<file path="config.mk">
export PLATFORM = sky130hd
export DESIGN_NAME = alu_pipe
export DESIGN_NICKNAME = d
export VERILOG_FILES = /design/src/rtl/alu_pipe.sv
export SDC_FILE = /design/constraint.sdc
export NUM_CORES = 1
export LEC_CHECK = 0
export CAP_MARGIN = 0
export CORE_MARGIN = 3
export CORE_UTILIZATION = 30
export CTS_CLUSTER_DIAMETER = 60
export DETAILED_ROUTE_END_ITERATION = 6
export HOLD_SLACK_MARGIN = 0.03
export PLACE_DENSITY = 0.51
export SYNTH_ARGS = -nofsm -noshare
export SYNTH_HDL_FRONTEND = slang
export SYNTH_SLANG_ARGS = --single-unit
</file>
<file path="constraint.sdc">
create_clock -name clk_i -period 8.2 [get_ports clk_i]
set_clock_uncertainty 0.05 [all_clocks]
set_input_delay 1.64 -clock clk_i [delete_from_list [all_inputs] [get_ports clk_i]]
set_output_delay 1.64 -clock clk_i [all_outputs]
set_load 0.05 [all_outputs]
</file>
<file path="src/rtl/alu_pipe.sv">
// Handshaked WIDTH-bit ALU: single-cycle ops land in a registered output slot,
// MUL runs a WIDTH-iteration shift-add sequence before writing the same slot.
module alu_pipe #(
  parameter int WIDTH  = 32,
  parameter bit MUL_EN = 1'b1
) (
  input  logic             clk_i,
  input  logic             rst_i,
  input  logic             in_valid_i,
  output logic             in_ready_o,
  input  logic [WIDTH-1:0] a_i,
  input  logic [WIDTH-1:0] b_i,
  input  logic [3:0]       op_i,
  output logic             out_valid_o,
  input  logic             out_ready_i,
  output logic [WIDTH-1:0] alu_o,
  output logic [3:0]       flags_o,
  output logic             err_o
);

  localparam int SHW = $clog2(WIDTH);
  localparam logic [SHW-1:0] CNT_LAST = SHW'(WIDTH - 1);

  localparam logic [3:0] OP_ADD  = 4'h0;
  localparam logic [3:0] OP_SUB  = 4'h1;
  localparam logic [3:0] OP_SLL  = 4'h2;
  localparam logic [3:0] OP_SRL  = 4'h3;
  localparam logic [3:0] OP_AND  = 4'h4;
  localparam logic [3:0] OP_OR   = 4'h5;
  localparam logic [3:0] OP_XOR  = 4'h6;
  localparam logic [3:0] OP_EQ   = 4'h7;
  localparam logic [3:0] OP_SRA  = 4'h8;
  localparam logic [3:0] OP_SLT  = 4'h9;
  localparam logic [3:0] OP_SLTU = 4'hA;
  localparam logic [3:0] OP_MUL  = 4'hB;

  typedef enum logic {IDLE, BUSY} state_t;

  typedef struct packed {
    logic [WIDTH-1:0] alu;
    logic [3:0]       flags;
    logic             err;
  } rsp_t;

  state_t             state, state_nx;
  rsp_t               rsp_q, rsp_one, rsp_mul;
  logic               vld_q;
  logic               fire, is_mul, mul_last;
  logic [WIDTH:0]     sum;
  logic [WIDTH-1:0]   res;
  logic               c, v, err;
  logic [SHW-1:0]     shamt;
  logic [2*WIDTH-1:0] mcand, acc, acc_nx;
  logic [WIDTH-1:0]   mplier;
  logic [SHW-1:0]     cnt;

  assign is_mul = (MUL_EN != 1'b0) && (op_i == OP_MUL);
  assign fire   = in_valid_i && in_ready_o;

  // ---------------- control FSM ----------------
  always_ff @(posedge clk_i or posedge rst_i) begin
    if (rst_i) state <= IDLE;
    else       state <= state_nx;
  end

  // in_ready only in IDLE with a free (or draining) output slot, so a finishing MUL never collides
  always_comb begin
    state_nx   = state;
    in_ready_o = 1'b0;
    case (state)
      IDLE: begin
        in_ready_o = !vld_q || out_ready_i;
        if (in_valid_i && (!vld_q || out_ready_i) && is_mul) state_nx = BUSY;
      end
      BUSY: if (mul_last) state_nx = IDLE;
      default: state_nx = IDLE;
    endcase
  end

  // ---------------- single-cycle datapath ----------------
  always_comb begin
    sum   = '0;
    res   = '0;
    c     = 1'b0;
    v     = 1'b0;
    err   = 1'b0;
    shamt = b_i[SHW-1:0];
    case (op_i)
      OP_ADD: begin
        sum = {1'b0, a_i} + {1'b0, b_i};
        res = sum[WIDTH-1:0];
        c   = sum[WIDTH];
        v   = (a_i[WIDTH-1] == b_i[WIDTH-1]) && (res[WIDTH-1] != a_i[WIDTH-1]);
      end
      OP_SUB: begin
        sum = {1'b0, a_i} - {1'b0, b_i};
        res = sum[WIDTH-1:0];
        c   = sum[WIDTH];
        v   = (a_i[WIDTH-1] != b_i[WIDTH-1]) && (res[WIDTH-1] != a_i[WIDTH-1]);
      end
      OP_SLL:  res = a_i << shamt;
      OP_SRL:  res = a_i >> shamt;
      OP_AND:  res = a_i & b_i;
      OP_OR:   res = a_i | b_i;
      OP_XOR:  res = a_i ^ b_i;
      OP_EQ:   res = {{(WIDTH-1){1'b0}}, a_i == b_i};
      OP_SRA:  res = $unsigned($signed(a_i) >>> shamt);
      OP_SLT:  res = {{(WIDTH-1){1'b0}}, $signed(a_i) < $signed(b_i)};
      OP_SLTU: res = {{(WIDTH-1){1'b0}}, a_i < b_i};
      default: err = 1'b1;  // MUL never takes this path when enabled
    endcase
    rsp_one.alu   = res;
    rsp_one.flags = err ? 4'b0 : {c, res == '0, res[WIDTH-1], v};
    rsp_one.err   = err;
  end

  // ---------------- shift-add multiplier ----------------
  assign acc_nx   = acc + (mplier[0] ? mcand : '0);
  assign mul_last = (state == BUSY) && (cnt == CNT_LAST);

  always_comb begin
    rsp_mul.alu   = acc_nx[WIDTH-1:0];
    rsp_mul.flags = {|acc_nx[2*WIDTH-1:WIDTH], acc_nx[WIDTH-1:0] == '0,
                     acc_nx[WIDTH-1], 1'b0};
    rsp_mul.err   = 1'b0;
  end

  always_ff @(posedge clk_i or posedge rst_i) begin
    if (rst_i) begin
      mcand  <= '0;
      mplier <= '0;
      acc    <= '0;
      cnt    <= '0;
    end else if (fire && is_mul) begin
      mcand  <= {{WIDTH{1'b0}}, a_i};
      mplier <= b_i;
      acc    <= '0;
      cnt    <= '0;
    end else if (state == BUSY) begin
      acc    <= acc_nx;
      mcand  <= mcand << 1;
      mplier <= mplier >> 1;
      cnt    <= cnt + 1'b1;
    end
  end

  // ---------------- output slot ----------------
  always_ff @(posedge clk_i or posedge rst_i) begin
    if (rst_i) begin
      vld_q <= 1'b0;
      rsp_q <= '0;
    end else if (fire && !is_mul) begin
      vld_q <= 1'b1;
      rsp_q <= rsp_one;
    end else if (mul_last) begin
      vld_q <= 1'b1;
      rsp_q <= rsp_mul;
    end else if (out_ready_i) begin
      vld_q <= 1'b0;
    end
  end

  assign out_valid_o = vld_q;
  assign alu_o       = rsp_q.alu;
  assign flags_o     = rsp_q.flags;
  assign err_o       = rsp_q.err;

endmodule

</file>
* Word level (Yosys, flattened, before mapping)
Cells that the tools add are included.
** Storage, ports and cells
- Word-level logic and storage cells :: 81
- Register bits after elaboration :: 204
- Input bits :: 72
- Output and inout port bits :: 39
** Operators by class
- Shift-type cells :: 3
- Muxes and demuxes :: 23
- Add/sub/neg operators :: 4
- Equal/unequal tests :: 17
- Magnitude comparators :: 2
- Bitwise logic cells :: 4
- Reductions and logical operators :: 19
** Operators by type and width (number)
- $pmux W32 S11 :: 1
- $mux W64 :: 5
- $mux W37 :: 2
- $add A64 B64 Y64 :: 1
- $logic_not A32 Y1 :: 2
- $lt A32 B32 Y1 :: 2
- $mux W32 :: 2
- $add A32 B32 Y33 :: 1
- $sub A32 B32 Y33 :: 1
- $and A32 B32 Y32 :: 1
- $eq A32 B32 Y1 :: 1
- $or A32 B32 Y32 :: 1
- $reduce_or A32 Y1 :: 1
- $shl A32 B5 Y32 :: 1
- $shr A32 B5 Y32 :: 1
- $sshr A32 B5 Y32 :: 1
- $xor A32 B32 Y32 :: 1
- $eq A4 B3 Y1 const B :: 4
- $eq A4 B4 Y1 const B :: 4
- $reduce_or A11 Y1 :: 1
- $mux W5 :: 2
- $eq A4 B2 Y1 const B :: 2
- $logic_and A1 B1 Y1 :: 8
- $mux W1 :: 7
- other kinds (13) :: 19

* Depth between registers and ports, before layout
- Word-level depth :: 6
- Depth in mapped cells :: 19
- Gate-level depth less buffers :: 15

* Worst setup path before layout
No wires, ideal clock.
- Path kind :: input port to flip-flop
- From :: input port b_i[3]
- To :: register rsp_q, in the netlist flags_o[2]
- Required time :: 8.084 ns
- Data arrival time :: 5.916 ns
- Path buffers :: 6
- Library setup time :: 0.066 ns
- Cell stages on the path :: 19
- Setup slack :: 2.168 ns
- Cells stage by stage :: buf_2 > buf_2 > inv_1 > buf_2 > clkbuf_1 > buf_1 > ha_1 > buf_2 > nor2b_1 > a211o_1 > a2111oi_0 > nor2_1 > a221o_1 > a2111oi_0 > nand4_1 > nor4_1 > nand3_1 > nor3_2 > a31o_1
** Between the ends
- Longest elaborated chain between the ends :: 5
- Elaborated cells between the ends (all ways) :: 15
- Classes of those cells :: 2 x add/sub; 2 x order compare; 1 x eq/ne; 3 x shift; 3 x mux; 3 x bitwise; 1 x reduce/logical
** Ends and longest elaborated chain
- start, declared :: RTL line 12 : input logic [WIDTH-1:0] b_i,
- $sub A32 B32 Y33 (tied with other cells) :: RTL line 96 : sum = {1'b0, a_i} - {1'b0, b_i};
- $pmux W32 S11 (*) :: RTL line 88 : case (op_i)
- $logic_not A32 Y1 (*) :: RTL line 113 : rsp_one.flags = err ? 4'b0 : {c, res == '0, res[WIDTH-1], v};
- $mux W4 (*) :: RTL line 113
- $mux W37 (*) :: RTL line 152 : end else if (fire && !is_mul) begin
- end signal, assigned :: RTL line 154 : rsp_q <= rsp_one;
- end signal, assigned :: RTL line 157 : rsp_q <= rsp_mul;
- end, declared :: RTL line 46 : rsp_t rsp_q, rsp_one, rsp_mul;
Every way passes the cells marked *; elsewhere a longest branch is shown, timed or not.
A chain may end at the register's enable or synchronous reset.

* Worst setup path after layout
- From :: input port a_i[8]
- To :: register rsp_q, in the netlist flags_o[2]
** Between the ends
- Longest elaborated chain between the ends :: 5
- Elaborated cells between the ends (all ways) :: 15
- Classes of those cells :: 2 x add/sub; 2 x order compare; 1 x eq/ne; 3 x shift; 3 x mux; 3 x bitwise; 1 x reduce/logical
** Ends and longest elaborated chain
- start, declared :: RTL line 11 : input logic [WIDTH-1:0] a_i,
- $sub A32 B32 Y33 (tied with other cells) :: RTL line 96
- $pmux W32 S11 (*) :: RTL line 88
- $logic_not A32 Y1 (*) :: RTL line 113
- $mux W4 (*) :: RTL line 113
- $mux W37 (*) :: RTL line 152
Marked as above.

==> flow_summary_export.csv <==
group,metric,value,unit
placed_design,dpl_cell_area,25500,um2
drt,ant_nets,0,
synth,synth.largest_area_cell,"dfrtp_1",
sta,max_freq,0.159,GHz
drt,finalWirelength,114,mm
clock_network,clk_pin_slew,60,ps
clock_network,cts_tree,"yes",
synth,synth_seq_area_share,21.5,%
sta,hold_viol,0,
final_layout,syn_to_final_growth,12.5,%
synth,ys.flop_type,"dfrtp_1",
floorplan,initial_core_util,30.4,%
critical_path,critical_path_class,"in2reg",
drt,viasPerCell,6.11,
clock_network,numCtsBuffers,30,
critical_path,rr_worst_depth,15,
floorplan,core_area,77700,um2
synth,syn_inst,3121,
critical_path,start_kind,"input port",
synth,async_reset_ff_share,100,%
drt,drc,0,
outcome,status,"finished, final reports clean",
sta,whs,424,ps
synth,synth_most_common_cell,"nand2_1",
placed_design,portBuffers,110,
floorplan,die_area,82200,um2
clock_network,cts.sinks,203,
hold_path,hold_start,"mplier[27]",
sta,setup_viol,0,
drt,drtIter0Drc,3321,
power,switchingPower,2.72,mW
global_route,grt_pass1_vias,23594,
clock_network,cts-root-buf,"clkbuf_16",
sta,min_period,6280,ps
sta,period_share,76.6,%
placed_design,routabilityCongestion,1.03,
power,comb_power_share,48.8,%
synth,synth_cell_types,89,
sta,fin_tns_setup,0,ps
floorplan,die_x,287,um
power,cellPowerDensity,220,nW/um2
drt,via_count,25265,
final_layout,drive_above_1_share,8.59,%
critical_path,crit_required,8680,ps
power,p_sw_share,46.5,%
sta,slew_headroom,20.3,%
critical_path,crit_fanout,14,
clock_network,cts_hold_buf,0,
hold_path,hold_path.class,"reg2reg",
power,internal_power,3.13,mW
placed_design,dp_hpwl,87.1,mm
global_route,antenna_found_initial,8,
power,cellLeakagePower,11.2,nW
floorplan,pin_count,111,
sta,rsz0062_at_grt,"no",
critical_path,crit_arrival,6760,ps
final_layout,final_nets,3316,
hold_path,hold_end,"mplier[27]",
clock_network,clk_latency,600,ps
synth,avgSynthCellArea,7.57,um2
clock_network,htreeDepth,1,
synth,synth_area,23600,um2
power,clkPwrFrac,23.2,%
synth,synth_edf_count,0,
synth,synth_area_leaders,"dfrtp_1 21%, ha_1 9.0%, nand2_1 7.6%",
sta,maxSlewViolCount,0,
hold_path,hold_depth,2,
power,seq_power_share,28.0,%
synth,yosys-top-cells-count,"478 x nand2_1, 246 x o21ai_0, 237 x a21oi_1",
synth,synth.net_count,3366,
synth,ys_seq_elements,203,
critical_path,timing.rr.end,"flags_o[3]",
sta,worst_pin_slew,1180,ps
drt,dr.pass1.iters,6,
clock_network,cts_buffer_depth,3,
critical_path,rrSetupSlack,2720,ps
critical_path,crit_path_end_kind,"register",
critical_path,reg2reg_from,"mplier[0]",
synth,synth_warnings,0,
job,maxCapViolCount,0,
global_route,grt_max_degree,94,
drt,routedWlPerCell,27.5,um
synth,synth_top_area_share,21.5,%
global_route,track_usage,26.7,%
clock_network,cts_resized,0,
floorplan,die_h,287,um
global_route,grt_pass1_wl,166,mm
final_layout,final_area,26600,um2
floorplan,rows,102,
global_route,grt.overflow.total,0,
clock_network,postCtsSetupBuffers,0,
power,ir_worst_vdd,0.271,mV
sequential cells by signal, indices dropped and copies added, names as in the netlist:
signal / flops
state: 1
alu_o: 31
mcand: 64
flags_o: 4
err_o: 1
cnt: 5
acc: 64
out_valid_o: 1
mplier: 32
power by group through the flow:
stage               logic (mW)  registers [mW]  clock network (mW)
floorplan                 1.78            1.71                   0
global placement          2.81            1.65                   0
detailed placement        2.80            1.65                   0
CTS                       2.81            1.64                1.39
global route              3.10            1.69                1.43
finish                    2.86            1.64                1.36
layout by cell type, fill, tap and decap left out, types with 42 or more instances in the layout:
cell,instances
a211oi_1,50
a21oi_1,235
a22oi_1,51
and2_1,82
buf_4,64
clkdlybuf4s50_1,105
dfrtp_1,202
ha_1,170
inv_1,116
mux2_2,42
mux2i_1,99
mux4_2,48
nand2_1,478
nand3_1,77
nand4_1,51
nor2_1,200
nor3_1,65
o211ai_1,46
o21ai_0,246
worst max path at each step:
stage	depth (start not counted)	from	to	slack (ps)
3_5_place_dp	14	a_i[8]	flags_o[2]	1450
4_1_cts	14	a_i[8]	flags_o[2]	2070
6_report	14	a_i[8]	flags_o[2]	1920
5_1_grt	13	a_i[10]	flags_o[2]	1700
2_1_floorplan	1	rst_i	acc[0]	970
3_3_place_gp	14	a_i[8]	flags_o[2]	1420
worst max-delay path, cell delays in order:
cell and delay (ps):
clkdlybuf4s50_1 840, inv_1 100, ha_1 490, and3_1 340, and3_1 210, a311oi_1 820, xnor2_1 280, a2111oi_4 410
o21ai_2 120, or4_1 560, nor4_1 390, nand3_1 200, nor3_2 180, a31o_1 160
final cells by class:
cell class | instances | area (um2)
sequential | 203 | 5080
timing repair buffer | 174 | 1590
inverter | 124 | 473
multi-input combinational | 2538 | 17100
antenna | 2 | 5.00
fill | 8295 | 51100
tap | 1040 | 1300
clock inverter | 18 | 218
clock buffer | 38 | 821
layer usage:
layer | GRT usage [%] | vias up | wire (um) | part of all wire [%]
met4 | 10.1 | 4 | 5120 | 4.5
met1 | 37.8 | 12379 | 50400 | 44
met3 | 5.10 | 237 | 10100 | 8.9
met2 | 40.2 | 1242 | 48200 | 42
met5 | 0 | - | 33 | 0.029
li1 | - | 11403 | - | -
cell families after synthesis:
kind of cell,Yosys count,synth area share [%]
adders and majority gates,173,9.26
buffers and inverters,380,6.34
AOI/OAI and AO/OA,986,27.3
xor gates and xnor gates,57,2.11
and+or+nand+nor,1129,22.4
muxes,193,11.0
DFF,203,21.5
metrics by stage:
| stage | instances | utilization, % | total power, mW | setup slack, ps |
|---|---|---|---|---|
| finish | 4137 | 34.2 | 5.85 | 1920 |
| floorplan | 3121 | - | 3.49 | 971 |
| CTS | 4135 | 34.2 | 5.85 | 2070 |
| detailed placement | 4079 | 32.9 | 4.46 | 1450 |
| global placement | 4079 | 32.9 | 4.46 | 1420 |
| global route | 4135 | 34.2 | 6.22 | 1700 |
Note: power is estimated with default switching activity, not from simulation.
